**config.mk**
```make
export PLATFORM = sky130hd
export DESIGN_NAME = mc_control_fsm
export DESIGN_NICKNAME = d
export VERILOG_FILES = /design/src/rtl/mc_control_fsm.sv
export SDC_FILE = /design/constraint.sdc
export NUM_CORES = 1
export LEC_CHECK = 0
export BUFFER_PORTS_ARGS = -buffer_cell sky130_fd_sc_hd__buf_2
export CAP_MARGIN = 20
export CORE_MARGIN = 1.5
export CORE_UTILIZATION = 45
export DETAILED_ROUTE_END_ITERATION = 16
export GPL_ROUTABILITY_DRIVEN = 0
export PLACE_DENSITY = 0.81
export SYNTH_ARGS = -nofsm -noshare
export SYNTH_HDL_FRONTEND = slang
export SYNTH_SLANG_ARGS = --single-unit
```
**constraint.sdc**
```tcl
create_clock -name clk -period 2.85 [get_ports clk]
set_input_delay 0.285 -clock clk [delete_from_list [all_inputs] [get_ports clk]]
set_output_delay 0.285 -clock clk [all_outputs]
set_load 0.02 [all_outputs]
```
**src/rtl/mc_control_fsm.sv**
```systemverilog
// Multicycle MIPS control sequencer: FETCH/DECODE/EXEC/MEM/WB
// with memory handshake stalls, retire counting and illegal-op trap.
module mc_control_fsm #(
  parameter int CNT_W = 32
) (
  input  logic             clk,
  input  logic             reset,
  input  logic [5:0]       op,
  input  logic [5:0]       func,
  input  logic             zero,
  input  logic             mem_ready,
  output logic             mem_req,
  output logic             MemWrite,
  output logic             IorD,
  output logic             IRWrite,
  output logic             PCWrite,
  output logic             PCWriteCond,
  output logic [1:0]       PCSource,
  output logic             ALUSelA,
  output logic [1:0]       ALUSelB,
  output logic [1:0]       ALUOp,
  output logic             EXTCtr,
  output logic             RegWrite,
  output logic             RegDst,
  output logic             MemtoReg,
  output logic             retire,
  output logic [CNT_W-1:0] instr_cnt,
  output logic             trap
);

  localparam logic [5:0] OP_R    = 6'h00;
  localparam logic [5:0] OP_LW   = 6'h23;
  localparam logic [5:0] OP_SW   = 6'h2B;
  localparam logic [5:0] OP_BEQ  = 6'h04;
  localparam logic [5:0] OP_J    = 6'h02;
  localparam logic [5:0] OP_ADDI = 6'h08;
  localparam logic [5:0] OP_ORI  = 6'h0D;

  typedef enum logic [3:0] {
    S_FETCH, S_DECODE, S_MEMADR, S_MEMRD,
    S_MEMWB, S_MEMWR, S_EXEC, S_RWB,
    S_BRANCH, S_JUMP, S_IMMEX, S_IMMWB,
    S_TRAP
  } state_t;

  state_t           state_q;
  logic [CNT_W-1:0] cnt_q;
  logic             trap_q;
  logic             func_ok;
  logic             live;
  logic             unused_zero;

  // zero only qualifies PCWriteCond in the datapath
  assign unused_zero = zero;
  assign live        = ~reset;
  assign instr_cnt   = cnt_q;
  assign trap        = trap_q;

  assign func_ok = (func == 6'h20) || (func == 6'h22) ||
                   (func == 6'h24) || (func == 6'h25) ||
                   (func == 6'h2A);

  // State sequencing, retire counter and sticky trap flag
  always_ff @(posedge clk) begin
    if (reset) begin
      state_q <= S_FETCH;
      cnt_q   <= '0;
      trap_q  <= 1'b0;
    end else begin
      if (retire)
        cnt_q <= cnt_q + CNT_W'(1);
      unique case (state_q)
        S_FETCH:
          if (mem_ready) state_q <= S_DECODE;
        S_DECODE:
          if (op == OP_LW || op == OP_SW)
            state_q <= S_MEMADR;
          else if (op == OP_R)
            state_q <= S_EXEC;
          else if (op == OP_BEQ)
            state_q <= S_BRANCH;
          else if (op == OP_J)
            state_q <= S_JUMP;
          else if (op == OP_ADDI || op == OP_ORI)
            state_q <= S_IMMEX;
          else begin
            state_q <= S_TRAP;
            trap_q  <= 1'b1;
          end
        S_MEMADR:
          state_q <= (op == OP_LW) ? S_MEMRD : S_MEMWR;
        S_MEMRD:
          if (mem_ready) state_q <= S_MEMWB;
        S_MEMWR:
          if (mem_ready) state_q <= S_FETCH;
        S_EXEC:
          if (func_ok)
            state_q <= S_RWB;
          else begin
            state_q <= S_TRAP;
            trap_q  <= 1'b1;
          end
        S_IMMEX:
          state_q <= S_IMMWB;
        S_TRAP:
          state_q <= S_TRAP;
        default:
          state_q <= S_FETCH;
      endcase
    end
  end

  // Moore strobe decode; handshake strobes drop while reset is high
  always_comb begin
    mem_req     = 1'b0;
    MemWrite    = 1'b0;
    IorD        = 1'b0;
    IRWrite     = 1'b0;
    PCWrite     = 1'b0;
    PCWriteCond = 1'b0;
    PCSource    = 2'd0;
    ALUSelA     = 1'b0;
    ALUSelB     = 2'd0;
    ALUOp       = 2'd0;
    EXTCtr      = 1'b0;
    RegWrite    = 1'b0;
    RegDst      = 1'b0;
    MemtoReg    = 1'b0;
    retire      = 1'b0;
    unique case (state_q)
      S_FETCH: begin
        mem_req = live;
        ALUSelB = 2'd1;
        IRWrite = mem_ready & live;
        PCWrite = mem_ready & live;
      end
      S_DECODE:
        ALUSelB = 2'd3;
      S_MEMADR: begin
        ALUSelA = 1'b1;
        ALUSelB = 2'd2;
      end
      S_MEMRD: begin
        mem_req = live;
        IorD    = 1'b1;
      end
      S_MEMWB: begin
        RegWrite = 1'b1;
        MemtoReg = 1'b1;
        retire   = live;
      end
      S_MEMWR: begin
        mem_req  = live;
        IorD     = 1'b1;
        MemWrite = live;
        retire   = mem_ready & live;
      end
      S_EXEC: begin
        ALUSelA = 1'b1;
        ALUOp   = 2'd2;
      end
      S_RWB: begin
        RegWrite = 1'b1;
        RegDst   = 1'b1;
        retire   = live;
      end
      S_BRANCH: begin
        ALUSelA     = 1'b1;
        ALUOp       = 2'd1;
        PCWriteCond = 1'b1;
        PCSource    = 2'd1;
        retire      = live;
      end
      S_JUMP: begin
        PCWrite  = 1'b1;
        PCSource = 2'd2;
        retire   = live;
      end
      S_IMMEX: begin
        ALUSelA = 1'b1;
        ALUSelB = 2'd2;
        if (op == OP_ORI) begin
          ALUOp  = 2'd3;
          EXTCtr = 1'b1;
        end
      end
      S_IMMWB: begin
        RegWrite = 1'b1;
        retire   = live;
      end
      default: ;
    endcase
  end

endmodule

```
==> impl_results.md, run 1 <==
* Slew Viols, Final at 0
* Vias/cell at 6.014
* Synth Net Count at about 330
* Max Cap Viol at 0
* Drt drc at 0
* Layout fillers at 509
* Inst Count DP at approximately 430
* Clk root buf: clkbuf_8
* Avg Cell Area, Syn at 7.916 um^2
* Worst setup path start: state_q[1]$_SDFFE_PP0P_
* RR Startpoint: state_q[1]$_SDFFE_PP0P_
* DP Wirelength at 4128 um
* First-pass GRT wire length at 10140 um
* Hold Vio Cnt, Final at 0
* Share of cells above drive strength 1 at 0.2521
* Crit end category: primary output
* Buffers on Ports at 65
* Row count at 26
* Tmin final at 2.392 ns
* Nets at 381
* I/O pin total at 67
* Met1 usage at 0.2597
* Met2 Usage GRT at 0.3289
* GRT Util Overall at 0.2017
* FMAX at roughly 420 MHz
* Vias in the first global route at 2260
* Syn Inst Count at approximately 320
* CP delay by family, top: simple AND/OR/NAND/NOR gates
* Post-cts resize count at 0
* Crit share post-route at 0.8393
* Ys flop type: dfxtp_1
* Count of different cell masters after synthesis at 58
* Critical path, cell by cell: nand4bb_1 > nand4b_4 > buf_4 > nor2_1 > buf_2
* YS warnings at 0
* Flops & latches, synth at 37
* CTS Sinks at 37
* Min-delay src: mem_ready
* Die Span Y at just under 80 um
* CTS tree: done
* Seq/Total Area, Yosys at 0.2970
* Area Growth Syn to Fin at 16.01%
* # Post-CTS Setup Buffers at 0
* Worst-Margin Slew at 0.5476 ns
* Initial Utilization at 0.4761
* Antenna Cells at 0
* Via Count at approximately 2600
* Global routing's busiest layer: met2
* Number of flops mapped to enable cells by yosys at 0
* Die Span X at around 77 um
* Async SR Flop Fraction at 0
* R2R Setup Slk at approximately 0.56 ns
* Core Region at 5238 um^2
* Setup CP Type: flop to primary output
* Setup TNS at 0 ns
* PwrDens at 426.8 nW/um^2
* Drt first pass iters at 4
* Core Util, Final at 0.5523
* Final setup fails at 0
* Clk_lat worst skew at slightly below 0.3 ns
* RSZ-0062 raised after global routing: false
* Pin count of the biggest net entering global routing at 55
* GR Layer Usage met3 at 0.03529
* Longest Clk Path Bufs at 2
* CTS Hold Bufs at 0
* Post-route ant nets at 0
* Leak at 1.164 nW
* Critical-path top delay cell: dfxtp_1
* Max rail drop VDD at around 0.20 mV
* Critical Path RT at 2.57 ns
* Worst setup SP type: flop
* Synthesized area at between 2000 and 2500 um^2
* CP max FO at 27
* Crit-path max cell delay at 0.63 ns
* H-tree lvl count at 2
* CP Buf/Inv Count at 2
* Status: completed
* Routed WL at 6005 um
* TritonCTS Buffers at 5
* Starting DRT DRC Count at 135
* Drt wl/cell at approximately 14 um
* Initial antenna violation count at 0
* Clock transition at path regs at about 0.07 ns
* Max-slew headroom at 0.6349
* HP Class: primary input to flop
* Worst Clk Skew at 0.004042 ns
* Worst path arrival time at 2.11 ns
* DIE AREA at 5997 um^2
* GRT overflow at 0
* Non-filler cells, final at ~440
[state kept, by name (all words and copies together) (netlist names)]
signal,count
trap,1
instr_cnt,32
state_q,4
[report_power, final]
group / internal, W / switching (W)
clock: 0.000174 / 0.000184
sequential: 0.000532 / 0.0000139
combinational: 0.000117 / 0.000214
total: 0.000824 / 0.000411
[cells by family after synthesis]
| family | after synthesis | share of synthesized area |
|---|---|---|
| AND/OR/NAND/NOR | 162 | 0.3944 |
| buffers and inverters | 32 | 0.05870 |
| adder cells (fa/ha/maj) | 1 | 0.005017 |
| AO/OA/AOI/OAI | 65 | 0.1686 |
| flip-flops | 37 | 0.2970 |
| multiplexers | 14 | 0.06222 |
| XOR/XNOR | 4 | 0.01405 |
[stage by stage]
step           hold slack, ns  total power, W  instance area (um^2)  setup slack (ns)
3_5_place_dp           0.4452       0.0008884                  2813            0.5848
2_1_floorplan          0.4915       0.0008094                  2494            0.8992
3_3_place_gp           0.4464       0.0008819                  2813            0.6666
4_1_cts                0.3694        0.001242                  2893            0.4521
5_1_grt                0.4022        0.001296                  2893            0.2713
6_report               0.3830        0.001235                  2893            0.4581
[placed cells by master, fill, tap and decap left out, types with 2 or more instances in the layout]
cell,n
buf_2,65
dfxtp_1,37
nor2_1,26
a21oi_1,25
nand2_1,15
nor2b_1,15
nor4_1,15
nand4_1,14
or4_1,11
nand2b_1,10
o31ai_1,10
o21ai_0,10
nand3_1,8
and2_1,7
mux2_2,7
and3_1,6
and4_1,6
or3_1,6
nor3_1,5
mux2_1,5
clkbuf_8,5
buf_4,5
inv_1,4
o41ai_1,4
xnor2_1,3
clkbuf_1,3
or2_2,2
o31a_1,2
o21ba_2,2
mux2i_1,2
a31oi_1,2
and3b_1,2
or4b_1,2
[final cells by class]
class	instances	area [um^2]	area share
multi-input combinational	246	1607	0.5554
sequential	37	740.7	0.2561
timing repair buffer	70	362.8	0.1254
inverter	4	15.01	0.005190
tap	70	87.58	0.03028
clock buffer	8	80.08	0.02768
[layer usage]
layer | routed length (um) | vias up
met3 | 357 | 8
met1 | 2707 | 1242
met5 | 0 | -
li1 | - | 1288
met2 | 2862 | 78
met4 | 77 | 0
[worst min-delay path: cells and delay by family]
family	cells	cell delay, ns
AND/OR/NAND/NOR	1	0.08
AO/OA/AOI/OAI	1	0.12
buffers and inverters	1	0.14
[Yosys cell counts (2+ instances only)]
cell | instances | share of area
nand2_1 | 15 | 0.023
o31ai_1 | 10 | 0.030
inv_1 | 4 | 0.0060
nand3_1 | 8 | 0.016
nor4_1 | 15 | 0.038
dfxtp_1 | 37 | 0.30
xnor2_1 | 3 | 0.011
clkbuf_1 | 14 | 0.021
nand4_1 | 14 | 0.035
or4b_1 | 2 | 0.0080
nor2_1 | 26 | 0.039
or4_1 | 11 | 0.033
o41ai_1 | 4 | 0.014
a31oi_1 | 2 | 0.0050
o21ai_0 | 10 | 0.020
mux2i_1 | 2 | 0.0080
or2_2 | 2 | 0.0050
o31a_1 | 2 | 0.0070
nand2b_1 | 10 | 0.025
buf_4 | 2 | 0.0060
o21ba_2 | 2 | 0.0080
mux2_2 | 7 | 0.032
nor2b_1 | 15 | 0.038
nor3_1 | 5 | 0.010
buf_1 | 2 | 0.0030
a21oi_1 | 25 | 0.050
mux2_1 | 5 | 0.023
and3_1 | 6 | 0.015
or3_1 | 6 | 0.015
and2_1 | 7 | 0.018
buf_2 | 9 | 0.018
and3b_1 | 2 | 0.0070
and4_1 | 6 | 0.021
[path summary, 6_finish.rpt]
check,endpoint,cells past startpoint
min reg2reg,trap$_SDFFE_PP0P_,2
max,retire,5
min,state_q[2]$_SDFFE_PP0P_,3
max reg2reg,instr_cnt[12]$_SDFFE_PP0P_,5
Power figures use the tool's default switching activity.
==> run 2, diff against run 1 <==
clock period = 2.3 ns   (was 2.85 ns; I/O delays follow)
==> impl_results.md, run 2 (synthesized netlist as in run 1, its figures left out) <==
* Status: completed
* Worst-Margin Slew at 0.5559 ns (+0.008259 ns)
* Vias/cell at 5.934 (-1.3%)
* RSZ-0062 raised after global routing: false
* Longest Clk Path Bufs at 2 (unchanged)
* Initial Utilization at 0.4761 (unchanged)
* Layout fillers at 500 (-1.8%)
* Area Growth Syn to Fin at 19.17%
* Min-delay src: mem_ready
* R2R Setup Slk at 0.30 ns (-0.26 ns)
* # Post-CTS Setup Buffers at 0 (unchanged)
* Dpl cell area at 2870 um^2 (+2.0%)
* Setup CP Type: flop to primary output
* DP Wirelength at 4160 um (+0.77%)
* Core Region at 5238 um^2 (unchanged)
* Row count at 26 (unchanged)
* Worst setup SP type: flop
* Drt drc at 0 (unchanged)
* Worst path arrival time at 1.88 ns (-0.23 ns)
* I/O pin total at 67 (unchanged)
* DIE AREA at 5997 um^2 (unchanged)
* Die Span X at 77.44 um (unchanged)
* Post-route ant nets at 0 (unchanged)
* Commonest non-fill, non-tap cell in the layout: buf_2
* CP max FO at 16 (-41%)
* Share of cells above drive strength 1 at 0.2722 (+0.02018)
* Clk_lat worst skew at 0.29 ns (about the same)
* FMAX at 473.0 MHz
* Final WS setup at 0.1858 ns (-0.2723 ns)
* Final instance area at 2972 um^2 (+2.7%)
* Crit share post-route at 0.9192
* GRT overflow at 0 (unchanged)
* R2r worst-path depth at 5 (unchanged)
* Final setup fails at 0 (unchanged)
* GRT Util Overall at 0.2014 (-0.0003472)
* Clk root buf: clkbuf_8
* Reg-to-reg critical path endpoint: instr_cnt[21]$_SDFFE_PP0P_
* Most frequent cells in the layout: buf_2 (65), dfxtp_1 (37), nor2_1 (26), a21oi_1 (25)
* Max rail drop VDD at 0.3003 mV (+49%)
* Vias in the first global route at 2240 (-0.88%)
* Crit end category: primary output
* Antenna Cells at 0 (unchanged)
* Worst Clk Skew at 0.008617 ns (+0.004575 ns)
* Die Span Y at 77.44 um (unchanged)
* Slew Viols, Final at 0 (unchanged)
* Max reg flops at 32 (unchanged)
* Initial antenna violation count at 0 (unchanged)
* Buffers on Ports at 65 (unchanged)
* Drt wl/cell at 13.65 um (-1.1%)
* WHS Path Cells at 3 (unchanged)
* Routed WL at 6018 um (+0.22%)
* Drt first pass iters at 4 (unchanged)
* CTS tree: done
* Worst Hold Path EP: state_q[2]$_SDFFE_PP0P_
* First-pass GRT wire length at 10080 um (-0.62%)
* Via Count at 2617 (+0.038%)
* Tmin final at 2.114 ns
* Pin count of the biggest net entering global routing at 56 (+1.8%)
* TritonCTS Buffers at 5 (unchanged)
* Clock transition at path regs at 0.07 ns (about the same)
* CTS Hold Bufs at 0 (unchanged)
* Critical Path RT at 2.07 ns (-0.50 ns)
* Core Util, Final at 0.5674 (+0.01505)
* Dpl ws at 0.3013 ns (-0.2835 ns)
* CTS Sinks at 37 (unchanged)
* PwrDens at 541.5 nW/um^2 (+27%)
* Nets at 387 (+1.6%)
* Hold Vio Cnt, Final at 0 (unchanged)
* Post-cts resize count at 0 (unchanged)
* H-tree lvl count at 2 (unchanged)
* Starting DRT DRC Count at 221 (+64%)
* Leak at 1.217 nW (+4.6%)
* HP Class: primary input to flop
* Setup TNS at 0 ns (unchanged)
* RR Startpoint: state_q[2]$_SDFFE_PP0P_
* Max Cap Viol at 0 (unchanged)
* Max-slew headroom at 0.6294 (-0.005506)
-- run 2: changes by cell type in the layout (fill, tap and decap cells not counted) --
cell / change
buf_12: +1
buf_4: +5
clkbuf_1: -3
clkbuf_8: +2
clkinv_2: +1
-- run 2: how the worst max path moves through the flow --
stage	startpoint	endpoint	slack, ns	cells after the start
2_1_floorplan	state_q[1]$_SDFFE_PP0P_	PCWrite	0.40	4
3_3_place_gp	state_q[2]$_SDFFE_PP0P_	instr_cnt[21]$_SDFFE_PP0P_	0.36	5
3_5_place_dp	state_q[2]$_SDFFE_PP0P_	instr_cnt[21]$_SDFFE_PP0P_	0.30	5
4_1_cts	state_q[2]$_SDFFE_PP0P_	RegWrite	0.18	4
5_1_grt	state_q[2]$_SDFFE_PP0P_	RegWrite	0.07	4
6_report	state_q[2]$_SDFFE_PP0P_	RegWrite	0.19	4
-- run 2: through the flow --
step	power, W	std cells	hold slack [ns]
after global placement	0.001113	433	0.4490
after detailed placement	0.001120	433	0.4503
after CTS	0.001628	441	0.3292
final	0.001609	441	0.3448
after global routing	0.001690	441	0.3591
after floorplan	0.001003	315	0.4365
-- run 2: report_power, final --
part	switching (W)	internal, W	leakage [nW]
logic	0.000265	0.000161	0.864
registers	0.0000223	0.000659	0.299
clock network	0.000230	0.000271	0.0542
total	0.000518	0.00109	1.22
-- run 2: final cells by class --
type / instances / area [um^2] / share of cell area
sequential: 37 / 740.7 / 0.2493
clock buffer: 7 / 96.34 / 0.03242
multi-input combinational: 246 / 1607 / 0.5406
tap: 70 / 87.58 / 0.02947
inverter: 4 / 15.01 / 0.005053
timing repair buffer: 76 / 420.4 / 0.1415
clock inverter: 1 / 5.005 / 0.001684
-- run 2: routing by layer --
metal	vias to the layer above	part of all wire	track usage
met1	1231	0.45	0.2615
met2	85	0.49	0.3386
met5	-	0	0
met3	6	0.044	0.02824
met4	0	0.013	0.07273
li1	1295	-	-
-- run 2: worst max-delay path: stages (launching register included) --
cell     delay [ns]
dfxtp_1        0.47
buf_4          0.26
or4b_2         0.59
o21ai_0        0.10
buf_2          0.19
